--- src/rtl/uni_shift_rx.sv ---
// Serial-in/parallel-out word receiver: framed MSB- or LSB-first bitstream
// reassembled into N-bit words on a registered valid/ready port.
module uni_shift_rx #(
    parameter int N = 8
) (
    input  logic         clk,
    input  logic         reset,
    input  logic         start,
    input  logic         msb_first,
    input  logic         sin,
    input  logic         sin_valid,
    output logic [N-1:0] q,
    output logic         q_valid,
    input  logic         q_ready,
    output logic         busy,
    output logic         overrun
);

    // state  | meaning
    // S_IDLE | waiting for start, serial bits ignored
    // S_RECV | frame in progress, shifting bits into sr
    typedef enum logic {S_IDLE, S_RECV} state_t;

    localparam int CW = $clog2(N);

    state_t         state, state_nx;
    logic [N-1:0]   sr, sr_nx, sr_shift, q_nx;
    logic [CW-1:0]  cnt, cnt_nx, cnt_eff;
    logic           dir, dir_nx, dir_eff;
    logic           accept, complete;
    logic           q_valid_nx, overrun_nx;

    always_ff @(posedge clk or posedge reset) begin
        if (reset) begin
            state   <= S_IDLE;
            sr      <= '0;
            cnt     <= '0;
            dir     <= 1'b0;
            q       <= '0;
            q_valid <= 1'b0;
            overrun <= 1'b0;
        end else begin
            state   <= state_nx;
            sr      <= sr_nx;
            cnt     <= cnt_nx;
            dir     <= dir_nx;
            q       <= q_nx;
            q_valid <= q_valid_nx;
            overrun <= overrun_nx;
        end
    end

    always_comb begin
        state_nx   = state;
        sr_nx      = sr;
        cnt_nx     = cnt;
        dir_nx     = dir;
        q_nx       = q;
        q_valid_nx = q_valid;
        overrun_nx = overrun;

        // A start overrides the current frame, so the same-cycle bit uses the new direction.
        dir_eff  = start ? msb_first : dir;
        cnt_eff  = start ? '0 : cnt;
        accept   = sin_valid && (start || (state == S_RECV));
        sr_shift = dir_eff ? {sr[N-2:0], sin} : {sin, sr[N-1:1]};
        complete = accept && (cnt_eff == CW'(N - 1));

        if (start) begin
            state_nx = S_RECV;
            dir_nx   = msb_first;
            cnt_nx   = '0;
        end

        if (accept) begin
            sr_nx = sr_shift;
            if (complete) begin
                cnt_nx   = '0;
                state_nx = S_IDLE;
            end else begin
                cnt_nx = cnt_eff + 1'b1;
            end
        end

        if (q_valid && q_ready)
            q_valid_nx = 1'b0;

        // A word arriving while the held one is still unconsumed is dropped.
        if (complete) begin
            if (!q_valid || q_ready) begin
                q_nx       = sr_shift;
                q_valid_nx = 1'b1;
            end else begin
                overrun_nx = 1'b1;
            end
        end
    end

    assign busy = (state == S_RECV);

endmodule

--- config.mk ---
export PLATFORM = sky130hd
export DESIGN_NAME = uni_shift_rx
export DESIGN_NICKNAME = d
export VERILOG_FILES = /design/src/rtl/uni_shift_rx.sv
export SDC_FILE = /design/constraint.sdc
export NUM_CORES = 1
export LEC_CHECK = 0
export CELL_PAD_IN_SITES_DETAIL_PLACEMENT = 0
export CELL_PAD_IN_SITES_GLOBAL_PLACEMENT = 1
export CORE_UTILIZATION = 36
export CTS_CLUSTER_SIZE = 40
export DETAILED_ROUTE_END_ITERATION = 12
export PLACE_DENSITY_LB_ADDON = 0.1
export SETUP_SLACK_MARGIN = 0.3
export SLEW_MARGIN = 10
export SYNTH_ARGS = -nofsm -noshare
export SYNTH_HDL_FRONTEND = slang
export SYNTH_SLANG_ARGS = --single-unit
--- constraint.sdc ---
create_clock -name clk -period 1.59 [get_ports clk]
set_clock_uncertainty 0.05 [all_clocks]
set_input_delay 0.318 -clock clk [delete_from_list [all_inputs] [get_ports clk]]
set_output_delay 0.318 -clock clk [all_outputs]
set_load 0.1 [all_outputs]
# Word level (Yosys, flattened, before mapping)
# Cells that the tools add are included.
# W data, S select, Z words.
dict set report word_totals {
  regBits 23
  in_bits 7
}
dict set report op_classes {
  add_sub_neg 1
  eq_ne 1
  mux 11
  n_bitwise 1
  n_reduce_logical 8
}
# op n
set ops {}
lappend ops {{$mux W3} 3}
lappend ops {{$mux W8} 1}
lappend ops {{$mux W1} 7}
lappend ops {{$reduce_and A2 Y1} 2}
lappend ops {{$add A3 B1 Y3 const B} 1}
lappend ops {{$eq A3 B3 Y1 const B} 1}
lappend ops {{$logic_and A1 B1 Y1} 3}
lappend ops {{$logic_or A1 B1 Y1} 2}
lappend ops {{$logic_not A1 Y1} 1}
lappend ops {{$not A1 Y1} 1}

# Depth between registers and ports, before layout
# Gate-level depths: netlist of run 1.
dict set report depth {
  depth_word 5
  ltp_mapped 7
}

# Worst setup path before layout of run 1
# OpenSTA, ideal clock, no wires.
dict set report synth_path {
  path_kind {reg-to-reg}
  start {register state, in the netlist busy}
  end {register q[6]}
  arrival_time_ns 1.847
  required_ns 1.414
  path_slack_ns -0.433
  stages_incl_launch_ff 5
  path_buffers 1
  period_less_slack_ns 2.023
  cell_sequence {dfrtp_1 o211ai_1 nor2b_1 buf_2 mux2_4}
}
dict set report synth_between {
  elab_chain_len 4
}
# item line
set synth_lines {}
lappend synth_lines {{start: declaration} 26} ;# state_t state, state_nx;
lappend synth_lines {{start signal: assignment} 43} ;# state <= state_nx;
lappend synth_lines {{$logic_or A1 B1 Y1} 65} ;# accept = sin_valid && (start || (state == S_RECV));
lappend synth_lines {{$logic_and A1 B1 Y1} 65}
lappend synth_lines {{$logic_and A1 B1 Y1} 67} ;# complete = accept && (cnt_eff == CW'(N - 1));
lappend synth_lines {{$reduce_and A2 Y1 (no line)} -}
lappend synth_lines {{end signal: assignment} 47} ;# q <= q_nx;
lappend synth_lines {{end: declaration} 12} ;# output logic [N-1:0] q,
# Every way passes these cells.
# A chain may end at the register's enable or synchronous reset.

# Worst setup path after layout of run 1
dict set report layout_path {
  start {register cnt[1]}
  end {register q[6]}
}
dict set report layout_between {
  elab_chain_len 4
}
# item line
set layout_lines {}
lappend layout_lines {{start: declaration} 28} ;# logic [CW-1:0] cnt, cnt_nx, cnt_eff;
lappend layout_lines {{start signal: assignment} 45} ;# cnt <= cnt_nx;
lappend layout_lines {{$mux W3} -}
lappend layout_lines {{$eq A3 B3 Y1} 67}
lappend layout_lines {{$logic_and A1 B1 Y1} 67}
lappend layout_lines {{$reduce_and A2 Y1 (no line)} -}
# Every way passes these cells.

==> results.md, run 1 <==
- Layout Utilization: 0.662
- Nets: 136
- Reg area: 581 µm²
- Yosys reg bits: 23
- TritonCTS Buffers: 3
- Max Slew Vio Count: 0
- Die area: 3050 µm²
- Status: finished with violations
- Cell area after synthesis: between 1000 and 1500 µm²
- Rows: 18
- Vias per std cell: 4.79
- Initial antenna violation count: 0
- Share of post-route cells with drive strength above 1: 0.516
- VDD IR max: 0.742 mV
- Diodes inserted: 0
- Dpl hpwl: around 1400 µm
- Chip width: ~55 µm
- Final Hold Vio Count: 0
- Post-route setup slack: -0.0954 ns
- Tot GR Track Use: 0.146
- Syn. warnings: 0
- Critical Path Sink Type: register
- Htree depth: 1
- DRC: 0
- Min Tclk post-route: 1.69 ns
- Initial DRC Count: 8
- Root Driver: clkbuf_4
- Footprint of the multi-input gates: about 550 µm²
- P&R area growth vs syn: 66.7%
- WL/cell: 13.3 µm
- Number of max-cap violations: 0
- Final period util: 1.06
- Pre-antenna DRT Iters: 2
- Syn Nets: 96
- Ranking of synthesized cells by area: dfrtp_1, mux2i_1, o21ai_0, nand2_1, inv_1
- Vias in the first global route: 752
- Seq/Total Area, Yosys: 0.564
- Vias: 747
- Worst min-delay path class: in2async
- First-pass GRT wire length: 3440 µm
- Yosys top cell by area: dfrtp_1
- Mapped Avg Cell Area: 11.7 µm²
- Crit Path Max Fanout: 4
- Initial Util: 0.397
- Tightest Pin Transition: 0.297 ns
- Commonest cells after routing, fill and taps aside: dfrtp_1, buf_4, buf_12
- # IOs: 18
- Global route total overflow: 0
- Post-synth cell types: 18
- Leading cell type in the layout, fill and taps excluded: dfrtp_1
- Antenna-violating nets left: 0
- Fill count: 208
- Largest net degree at the start of global routing: 24
- Crit path DAT: between 1.5 and 2 ns
- Core ar.: 2570 µm²
- Unrepaired setup endpoints after global routing: true
- Clock-pin slew on the worst setup and hold paths: 0.12 ns
- Slew HR: 0.802
- Final setup fails: 8
- Port-buffer cells: 17
- Post-DP Area: 1460 µm²
- Post-Synthesis Cells: 87
- Startpoint types: register
- Die Y: between 50 and 60 µm
- Routed WL: 2070 µm
- Worst-Skew Late Latency: approximately 0.31 ns
- Critical setup path kind: reg2reg
- Hold WS: 0.272 ns
- PD cells: 811 nW/µm²
- Max clock buf depth: 2
- Pleak: 0.000773 µW
- CTS tree: yes
- Clock sink count: 23
- Required time worst endpoint: 1.75 ns
- Fin area: 1700 µm²
- Max Fclk: between 500 and 600 MHz
- Routability congestion estimate from global placement: 0.725
- Failing checks: negative setup slack
- Post-synth top area share: 0.564
[cells in the mapped netlist, drive strengths merged]
library cell / instances
dfrtp: 23
mux2i: 15
nand2: 13
o21ai: 10
inv: 9
and2b: 3
mux2: 3
clkbuf: 2
ha: 2
buf: 1
nand2b: 1
nor2b: 1
o211ai: 1
o21a: 1
o21bai: 1
xnor2: 1
[power breakdown]
part / switching [µW] / internal [µW] / total, µW
combinational: 152 / 209 / 361
sequential: 93.1 / 652 / 745
clock: 175 / 98.2 / 273
[path summary, 6_finish.rpt]
| check | slack [ns] | to | depth (start not counted) | from |
|---|---|---|---|---|
| worst max-delay path | -0.1 | q[6] | 7 | cnt[1] |
| worst min-delay path | 0.27 | sr[2] | 3 | reset |
| worst max register to register | -0.1 | q[6] | 7 | cnt[1] |
| worst min register to register | 0.45 | sr[7] | 2 | sr[7] |
| max in group asynchronous | 0.96 | busy | 3 | reset |
| min in group clk | 0.45 | busy | 3 | start |
[through the flow]
step / instances / setup TNS, ns / setup slack (ns) / total power (µW)
after floorplan: 87 / -0.0863 / -0.0863 / 859
after global placement: 145 / -9.51 / -0.643 / 953
after detailed placement: 145 / -10.98 / -0.741 / 955
after CTS: 152 / -0.346 / -0.0895 / 1260
after global routing: 156 / -0.899 / -0.147 / 1460
final: 156 / -0.307 / -0.0954 / 1380
[sequential cells by signal (all words and copies together), names as in the netlist]
name,flops
sr,8
busy,1
q,8
overrun,1
dir,1
cnt,3
q_valid,1
[layout make-up]
| class | count | share of cell area |
|---|---|---|
| clock buffer | 4 | 0.0155 |
| inverter | 9 | 0.0199 |
| multi-input combinational | 52 | 0.326 |
| sequential | 23 | 0.341 |
| tap | 30 | 0.0221 |
| timing repair buffer | 38 | 0.275 |
[routing by layer]
layer,up-vias,GRT usage,part of all wire
met1,355,0.195,0.47
met4,0,0.0321,0.016
met5,-,0,0
li1,370,-,-
met3,6,0.0539,0.043
met2,16,0.225,0.47
[cell families after synthesis]
logic type / synth area share
flops: 0.564
xor+xnor: 0.00859
simple gates: 0.0859
mux: 0.200
compound gates: 0.0712
buf+inv: 0.0454
fa+ha+maj: 0.0245
[what timing repair did]
item / 4_1_cts / 5_1_grt
hold buffers: 0 / 0
pin swaps: 3 / 5
cloned: 0 / 0
endpoints found under the setup margin: 34 / 33
setup buffers: 3 / 4
gates resized for setup: 19 / 30
[critical path: stages, from the launching register on]
cell and delay (ns):
dfrtp_1 0.38, and2b_2 0.22, ha_4 0.17, ha_4 0.15, o211ai_1 0.12, nor2b_2 0.07
buf_6 0.13, mux2_4 0.29
Power figures use the tool's default switching activity.
==> inputs of run 2 (changes only) <==
--- a/config.mk
+++ b/config.mk
@@ -7,6 +7,7 @@
 export LEC_CHECK = 0
 export CELL_PAD_IN_SITES_DETAIL_PLACEMENT = 0
 export CELL_PAD_IN_SITES_GLOBAL_PLACEMENT = 1
+export CORE_MARGIN = 5
 export CORE_UTILIZATION = 36
 export CTS_CLUSTER_SIZE = 40
 export DETAILED_ROUTE_END_ITERATION = 12
==> run 2 against run 1 <==
The run still ends with negative setup slack left. Global-route usage fell by 3.4 points. Power barely moved. Clock power fell by 3%. Clock-buffer cell count did not move. Hold slack improved by 0.022 ns. Die area rose by 31%. Non-clock buffer count fell by 2. Final cell count fell by 0.64%. Register-to-register slack got worse by 0.02 ns. Sequential share of layout area fell by 0.81 points. Critical path type unchanged. Largest power group unchanged. Highest routed layer unchanged.
==> results.md, run 2 (synthesis results as in run 1) <==
- DRC: 0 (unchanged)
- Final setup fails: 10 (was 8)
- Uppermost layer routed: met4 (unchanged)
- Vias in the first global route: 758 (was 752)
- Port-buffer cells: 17 (unchanged)
- Rows: 19 (was 18)
- Fin area: 1740 µm² (was 1700 µm²)
- Initial Util: 0.373 (was 0.397)
- Post-DP Area: 1460 µm² (about the same)
- Max Fclk: 585 MHz (was 593 MHz)
- Pre-antenna DRT Iters: 3 (was 2)
- Initial antenna violation count: 0 (unchanged)
- Worst-Skew Late Latency: 0.30 ns (was 0.31 ns)
- Startpoint types: register (unchanged)
- Vias: 745 (was 747)
- Final period util: 1.07 (was 1.06)
- P&R area growth vs syn: 70.8% (was 66.7%)
- Reg2reg end: q[6] (unchanged)
- Commonest cells after routing, fill and taps aside: dfrtp_1, buf_12, inv_1 (was dfrtp_1, buf_4, buf_12)
- First-pass GRT wire length: 3510 µm (was 3440 µm)
- CP startpoint: cnt[1] (unchanged)
- Failing checks: negative setup slack (unchanged)
- Cell mode on critical path: ha_4 (unchanged)
- PD cells: 792 nW/µm² (was 811 nW/µm²)
- Critical-path cell list: and2b_2, ha_4, ha_4, o211ai_1, nor2b_2, buf_6, mux2_4 (unchanged)
- Hold WS: 0.294 ns (was 0.272 ns)
- Number of max-cap violations: 0 (unchanged)
- Post-route setup slack: -0.119 ns (was -0.0954 ns)
- Largest regs: q (8), sr (8), cnt (3) (unchanged)
- Tightest Pin Transition: 0.300 ns (was 0.297 ns)
- Status: finished with violations (unchanged)
- # IOs: 18 (unchanged)
- Max clock buf depth: 2 (unchanged)
- Share of post-route cells with drive strength above 1: 0.532 (was 0.516)
- Met3 wire len: 92 µm (was 89 µm)
- CTS tree: yes (unchanged)
- Worst slack, placed: -0.804 ns (was -0.741 ns)
- Global route total overflow: 0 (unchanged)
- Diodes inserted: 0 (unchanged)
- Leading cell type in the layout, fill and taps excluded: dfrtp_1 (unchanged)
- Routability congestion estimate from global placement: 0.757 (was 0.725)
- Worst min-delay path class: in2async (unchanged)
- Htree depth: 1 (unchanged)
- WL met2: 1160 µm (was 973 µm)
- Chip width: 63.2 µm (was 55.2 µm)
- Root Driver: clkbuf_4 (unchanged)
- R2R Setup Slk: -0.12 ns (was -0.1 ns)
- Nets: 134 (was 136)
- Critical Path Sink Type: register (unchanged)
- TritonCTS Buffers: 3 (unchanged)
- Largest net degree at the start of global routing: 24 (unchanged)
- Slew HR: 0.800 (was 0.802)
- Crit path DAT: 1.86 ns (was 1.85 ns)
- Core ar.: 2730 µm² (was 2570 µm²)
- Routed WL: 2270 µm (was 2070 µm)
- Slowest stage delay, CP: 0.38 ns (about the same)
- VDD IR max: 0.612 mV (was 0.742 mV)
- Tot GR Track Use: 0.112 (was 0.146)
- Vias per std cell: 4.81 (was 4.79)
- Crit Path Max Fanout: 3 (was 4)
- Dpl hpwl: 1500 µm (was 1390 µm)
- Top delay family on crit path: flip-flops (unchanged)
- Initial DRC Count: 13 (was 8)
- Hold Buf Count CTS: 0 (unchanged)
- Clock sink count: 23 (unchanged)
- Unrepaired setup endpoints after global routing: true (unchanged)
- Start of the worst register-to-register path: cnt[1] (unchanged)
- Antenna-violating nets left: 0 (unchanged)
- Slowest stage cell on the critical path: dfrtp_1 (unchanged)
- Die Y: 63.2 µm (was 55.2 µm)
- Max Slew Vio Count: 0 (unchanged)
- Critical setup path kind: reg2reg (unchanged)
- R2R depth: 7 (unchanged)
- Clock-pin slew on the worst setup and hold paths: 0.12 ns (about the same)
- WP buf/inv: 1 (unchanged)
- WL/cell: 14.6 µm (was 13.3 µm)
- Die area: 4000 µm² (was 3050 µm²)
- Pleak: 0.000777 µW (was 0.000773 µW)
- Required time worst endpoint: 1.74 ns (was 1.75 ns)
- TNS Setup: -0.821 ns (was -0.307 ns)
- Final Hold Vio Count: 0 (unchanged)
- Min Tclk post-route: 1.71 ns (was 1.69 ns)
- Routed length on met1: 993 µm (was 973 µm)
run 2: changes by cell type in the layout (fill, tap and decap cells not counted), sizes merged:
cell    before  now
buf         32   29
clkbuf       4    5
run 2: per-layer routing:
layer / vias to the layer above / track usage
li1: 367 / -
met1: 365 / 0.145
met2: 11 / 0.176
met3: 2 / 0.0302
met4: 0 / 0.0468
met5: - / 0
run 2: worst min-delay path: cells and delay by family:
kind,cells,cell delay (ns)
buffers and inverters,3,0.74
run 2: power by group:
| part | internal (µW) | switching, µW |
|---|---|---|
| Sequential | 652 | 97.7 |
| Clock | 97.8 | 166 |
| Combinational | 208 | 157 |
run 2: what timing repair did:
action,in CTS,in global routing
gates cloned,0,1
endpoints found under the setup margin,34,33
resized for setup,17,38
endpoints found under the hold margin,0,0
pin swaps,1,3
buffers inserted,4,2
run 2: worst max-delay path by stage:
| stage | endpoint | slack, ns | cells after the start |
|---|---|---|---|
| floorplan | q[6] | -0.09 | 7 |
| global placement | q[6] | -0.74 | 7 |
| detailed placement | q[5] | -0.80 | 8 |
| CTS | q[6] | -0.09 | 7 |
| global route | q[2] | -0.21 | 8 |
| finish | q[6] | -0.12 | 7 |
run 2: layout make-up:
type	instances	area, µm²
Fill cell	221	992
Sequential cell	23	581
Multi-Input combinational cell	52	559
Timing Repair Buffer	36	503
Tap cell	31	38.8
Inverter	9	33.8
Clock buffer	4	26.3
run 2: stage by stage:
stage,power (µW),utilization,cells
6_report,1380,0.637,155
5_1_grt,1460,0.637,155
4_1_cts,1270,0.572,152
3_5_place_dp,959,0.534,144
3_3_place_gp,952,0.534,144
2_1_floorplan,859,-,87
